### src/rtl/rgb_fade_sequencer.sv
// RGB LED colour show: holds each palette colour, then cross-fades linearly to the next,
// and drives the three LED PWM outputs directly.
//
// state | meaning
// IDLE  | LED blanked, color_idx retained, waiting for en
// HOLD  | palette[color_idx] shown for HOLD_CYCLES unpaused cycles
// FADE  | duties stepping 1 LSB every FADE_STEP_CYCLES toward palette[next]
module rgb_fade_sequencer #(
    parameter int HOLD_CYCLES      = 250000000,
    parameter int FADE_STEP_CYCLES = 390625
) (
    input  logic       clk,
    input  logic       rst,
    input  logic       en,
    input  logic       pause,
    input  logic       skip,
    output logic [7:0] R_duty,
    output logic [7:0] G_duty,
    output logic [7:0] B_duty,
    output logic [2:0] color_idx,
    output logic       fading,
    output logic       R_pwm,
    output logic       G_pwm,
    output logic       B_pwm
);

    typedef enum logic [1:0] {IDLE, HOLD, FADE} state_t;

    localparam logic [27:0] HOLD_LAST = 28'(HOLD_CYCLES - 1);
    localparam logic [27:0] STEP_LAST = 28'(FADE_STEP_CYCLES - 1);

    state_t      state, state_nxt;
    logic [2:0]  idx_nxt;
    logic [7:0]  r_nxt, g_nxt, b_nxt;
    logic [27:0] hold_cnt, hold_nxt;
    logic [27:0] step_cnt, step_nxt;
    logic [7:0]  pwm_cnt;
    logic [23:0] cur_rgb, tgt_rgb;
    logic        at_target;

    function automatic logic [23:0] palette(input logic [2:0] i);
        case (i)
            3'd1:    return {8'd255, 8'd97,  8'd0};
            3'd2:    return {8'd255, 8'd255, 8'd0};
            3'd3:    return {8'd0,   8'd255, 8'd0};
            3'd4:    return {8'd0,   8'd0,   8'd255};
            3'd5:    return {8'd8,   8'd46,  8'd84};
            3'd6:    return {8'd160, 8'd32,  8'd240};
            default: return {8'd255, 8'd0,   8'd0};
        endcase
    endfunction

    function automatic logic [2:0] next_idx(input logic [2:0] i);
        return (i == 3'd6) ? 3'd0 : i + 3'd1;
    endfunction

    function automatic logic [7:0] step_toward(input logic [7:0] cur, input logic [7:0] tgt);
        if (cur < tgt) return cur + 8'd1;
        if (cur > tgt) return cur - 8'd1;
        return cur;
    endfunction

    assign cur_rgb   = palette(color_idx);
    assign tgt_rgb   = palette(next_idx(color_idx));
    assign at_target = ({R_duty, G_duty, B_duty} == tgt_rgb);

    always_comb begin
        state_nxt = state;
        idx_nxt   = color_idx;
        r_nxt     = R_duty;
        g_nxt     = G_duty;
        b_nxt     = B_duty;
        hold_nxt  = hold_cnt;
        step_nxt  = step_cnt;
        if (!en) begin
            state_nxt = IDLE;
            r_nxt     = 8'd0;
            g_nxt     = 8'd0;
            b_nxt     = 8'd0;
            hold_nxt  = 28'd0;
            step_nxt  = 28'd0;
        end else if (!pause) begin
            case (state)
                IDLE: begin
                    state_nxt             = HOLD;
                    {r_nxt, g_nxt, b_nxt} = cur_rgb;
                    hold_nxt              = 28'd0;
                end
                HOLD: begin
                    if (skip || hold_cnt == HOLD_LAST) begin
                        state_nxt = FADE;
                        step_nxt  = 28'd0;
                    end else begin
                        hold_nxt = hold_cnt + 28'd1;
                    end
                end
                FADE: begin
                    // skip and natural completion both land on the target exactly once
                    if (skip || at_target) begin
                        state_nxt             = HOLD;
                        {r_nxt, g_nxt, b_nxt} = tgt_rgb;
                        idx_nxt               = next_idx(color_idx);
                        hold_nxt              = 28'd0;
                    end else if (step_cnt == STEP_LAST) begin
                        step_nxt = 28'd0;
                        r_nxt    = step_toward(R_duty, tgt_rgb[23:16]);
                        g_nxt    = step_toward(G_duty, tgt_rgb[15:8]);
                        b_nxt    = step_toward(B_duty, tgt_rgb[7:0]);
                    end else begin
                        step_nxt = step_cnt + 28'd1;
                    end
                end
                default: state_nxt = IDLE;
            endcase
        end
    end

    always_ff @(posedge clk or negedge rst) begin
        if (!rst) begin
            state     <= IDLE;
            color_idx <= 3'd0;
            R_duty    <= 8'd0;
            G_duty    <= 8'd0;
            B_duty    <= 8'd0;
            hold_cnt  <= 28'd0;
            step_cnt  <= 28'd0;
            fading    <= 1'b0;
        end else begin
            state     <= state_nxt;
            color_idx <= idx_nxt;
            R_duty    <= r_nxt;
            G_duty    <= g_nxt;
            B_duty    <= b_nxt;
            hold_cnt  <= hold_nxt;
            step_cnt  <= step_nxt;
            fading    <= (state_nxt == FADE);
        end
    end

    // 255-cycle period so duty 255 compares true on every count value
    always_ff @(posedge clk or negedge rst) begin
        if (!rst) begin
            pwm_cnt <= 8'd0;
            R_pwm   <= 1'b0;
            G_pwm   <= 1'b0;
            B_pwm   <= 1'b0;
        end else begin
            pwm_cnt <= (pwm_cnt == 8'd254) ? 8'd0 : pwm_cnt + 8'd1;
            R_pwm   <= (pwm_cnt < R_duty);
            G_pwm   <= (pwm_cnt < G_duty);
            B_pwm   <= (pwm_cnt < B_duty);
        end
    end

endmodule

### config.mk
export PLATFORM = sky130hd
export DESIGN_NAME = rgb_fade_sequencer
export DESIGN_NICKNAME = d
export VERILOG_FILES = /design/src/rtl/rgb_fade_sequencer.sv
export SDC_FILE = /design/constraint.sdc
export NUM_CORES = 1
export LEC_CHECK = 0
export ABC_AREA = 1
export CELL_PAD_IN_SITES_DETAIL_PLACEMENT = 1
export CELL_PAD_IN_SITES_GLOBAL_PLACEMENT = 1
export CORE_ASPECT_RATIO = 1.25
export CORE_UTILIZATION = 35
export DETAILED_ROUTE_END_ITERATION = 8
export PLACE_DENSITY = 0.77
export SETUP_SLACK_MARGIN = 0.1
export SYNTH_ARGS = -nofsm -noshare
export SYNTH_HDL_FRONTEND = slang
export SYNTH_SLANG_ARGS = --single-unit
export TNS_END_PERCENT = 30
### constraint.sdc
create_clock -name clk -period 8.35 [get_ports clk]
set_input_delay 2.0875 -clock clk [delete_from_list [all_inputs] [get_ports clk]]
set_output_delay 2.0875 -clock clk [all_outputs]
set_load 0.05 [all_outputs]
==> reports/qor.csv <==
metric,value,unit
Max clock buf depth,2,
clock root buffer,clkbuf_16,
synthesized flop and latch total,97,
hold-critical path depth,2,
ys async rst share,1.00,
synthesis-to-layout area growth,10.5,%
cell with the most instances after synthesis,nand2_1,
setup_tns,0,ns
DR iter-0 viols,267,
R2R cell count,21,
final hold violation count,0,
"Seq/Total Area, Yosys",0.278,
# DRC,0,
max_cap viols,0,
Worst-Skew Late Latency,0.37,ns
Synth Cell Area,0.00872,mm2
synthesized area per cell,6.56,um2
Pre-Repair DR Iteration Count,4,
diode count,0,
Setup CP Type,reg -> reg,
Post-Synthesis Cells,1330,
RSZ-0062 raised after global routing,no,
hold crit path type,reg -> reg,
initial antenna violation count,0,
Final Wtd Congestion,0.886,
Post-CTS Hold Fix Bufs,0,
Fmax,218,MHz
Leak Pwr,4.39,nW
IO buf count,35,
routed vias/inst,5.29,
worst reg-to-reg setup slack,3.76,ns
Max-Slew Margin vs Limit,0.449,
area share of the largest cell type after synthesis,0.278,
CTS tree,yes,
Crit Path Max Fanout,50,
final cycle utilization of the critical path,0.550,
vias in the first global route,9363,
count of cell types in the netlist,45,
post-detail-place hpwl,21.3,mm
PwrDens,237,mW/mm2
commonest cells in the netlist,"411 x nand2_1, 141 x nor2_1, 135 x inv_1",
GRT Total Usage,0.233,
Worst Path Arrival,4.85,ns
via count,8896,
CTS Buf Count,9,
row cnt,64,
Die X,143,um
die area,0.0256,mm2
Synth Net Count,1396,
Final ANT Viol Nets,0,
first-pass GRT wire length,46.7,mm
largest cells by area after synthesis,"dfrtp_1 28%, nand2_1 18%, ha_1 8.8%",
fin nets,1413,
Worst Setup End Kind,register,
Max Slew Vio Count,0,
skew final,0.00987,ns
Hold Path Origin,hold_cnt[20]$_DFFE_PN0P_,
Die Y,178,um
Peak VDD IR,122,uV
WL final,27.7,mm
core outline area,0.0245,mm2
Ys Warns,0,
I/O Pins,36,
Slew @ Worst Pin,0.824,ns
Final setup viols,0,
Initial Util,0.356,
non-filler instance count after layout,1682,
post-cts resize count,0,
DR WL/cell,16.5,um
clock-pin slew on the worst setup and hold paths,0.07,ns
Worst EP required,8.61,ns
share of cells above drive strength 1,0.0680,
Reg-to-Reg End,hold_cnt[17]$_DFFE_PN0P_,
endpoint of the worst hold path,hold_cnt[20]$_DFFE_PN0P_,
htree depth,3,
global route overflow,0,
top_reg_cell synth,dfrtp_1,
Setup Buffers After CTS,0,
TritonCTS Sinks,97,
Setup crit start kind,register,
Reg-to-Reg Start,color_idx[1]$_DFFE_PN0P_,
post-placement cell count,1666,
top cell type by total area after synthesis,dfrtp_1,
status,completed,
minimum clock period,4.59,ns
Post-synth EDFFs,0,
Overall Power,2.28,mW
largest net degree at the start of global routing,51,
==> placed cells by master, fill, tap and decap left out, types with 8 or more instances in the layout <==
cell and count:
dfrtp_1 97, nor2_1 141, inv_2 8, nand4_1 47, nand3_1 95, o21ai_0 64, clkbuf_16 9, xor2_1 46
o21ai_2 12, clkdlybuf4s50_1 34, nand2_1 411, nor2_2 14, inv_1 135, a21oi_1 34, nor3_1 51, ha_1 61
nand2_2 17
==> area by class of cell <==
type | instances | area, um2
fillers | 3257 | 14900
multi-input cells | 1055 | 5560
flip-flops and latches | 97 | 2430
inverters | 144 | 541
well taps | 330 | 413
repair buffers | 40 | 385
clock buffers | 10 | 229
clock inverters | 6 | 82.6
==> per-layer routing <==
| metal | up-vias | global-route usage | wire [um] | part of all wire |
|---|---|---|---|---|
| met3 | 54 | 0.0287 | 579 | 0.021 |
| met5 | - | 0 | 0 | 0 |
| li1 | 4346 | - | - | - |
| met1 | 4383 | 0.260 | 11600 | 0.42 |
| met2 | 113 | 0.441 | 14600 | 0.53 |
| met4 | 0 | 0.0981 | 902 | 0.033 |
==> sequential cells by signal, indices dropped and copies added (netlist names), 2 cells and up <==
name	count
B_duty	8
R_duty	8
color_idx	3
hold_cnt	28
step_cnt	28
G_duty	8
pwm_cnt	8
state	2
==> power by group <==
part | internal, mW | switching (mW)
Sequential | 0.515 | 0.105
Combinational | 0.385 | 0.816
Clock | 0.261 | 0.199
Total | 1.16 | 1.12
==> stage by stage <==
stage               area (um2)  hold WS (ns)  worst slack, ns  utilization
finish                    9640         0.542             3.76        0.393
CTS                       9640         0.546             3.75        0.393
global route              9640         0.571             3.33        0.393
floorplan                 8720         0.470             4.91            -
detailed placement        9330         0.526             3.47        0.381
global placement          9330         0.499             3.54        0.381
==> logic make-up (layout without fill, tap and decap cells) <==
logic type	Yosys count	in the layout	synth area share
buf+inv	178	200	0.0842
xor+xnor	49	49	0.0492
flops	97	97	0.278
simple gates	809	809	0.412
compound gates	136	136	0.0888
fa+ha+maj	61	61	0.0875
==> worst max-delay path, cell delays in order (launching register included) <==
cell	delay (ns)
dfrtp_1	0.57
nand2_1	0.09
inv_1	0.11
ha_1	0.25
inv_1	0.19
nand2_1	0.23
nand2_1	0.17
inv_1	0.11
nand3_2	0.17
inv_1	0.10
nor2_1	0.17
ha_1	0.28
nand2_1	0.10
nor2_1	0.07
nand3_1	0.11
nor2_1	0.07
nor2_2	0.49
nand2_1	0.21
nand2_2	0.66
inv_2	0.17
nand2_1	0.12
nand2_1	0.05
==> worst max-delay path by stage <==
stage / end / slack (ns) / startpoint / cells after the start
6_report: hold_cnt[17]$_DFFE_PN0P_ / 3.76 / color_idx[1]$_DFFE_PN0P_ / 21
5_1_grt: hold_cnt[27]$_DFFE_PN0P_ / 3.33 / color_idx[1]$_DFFE_PN0P_ / 21
4_1_cts: hold_cnt[21]$_DFFE_PN0P_ / 3.75 / color_idx[1]$_DFFE_PN0P_ / 21
3_5_place_dp: hold_cnt[21]$_DFFE_PN0P_ / 3.47 / en / 9
3_3_place_gp: hold_cnt[26]$_DFFE_PN0P_ / 3.54 / en / 9
2_1_floorplan: hold_cnt[10]$_DFFE_PN0P_ / 4.91 / color_idx[1]$_DFFE_PN0P_ / 21
No activity file was read; power rests on OpenSTA's default activity.
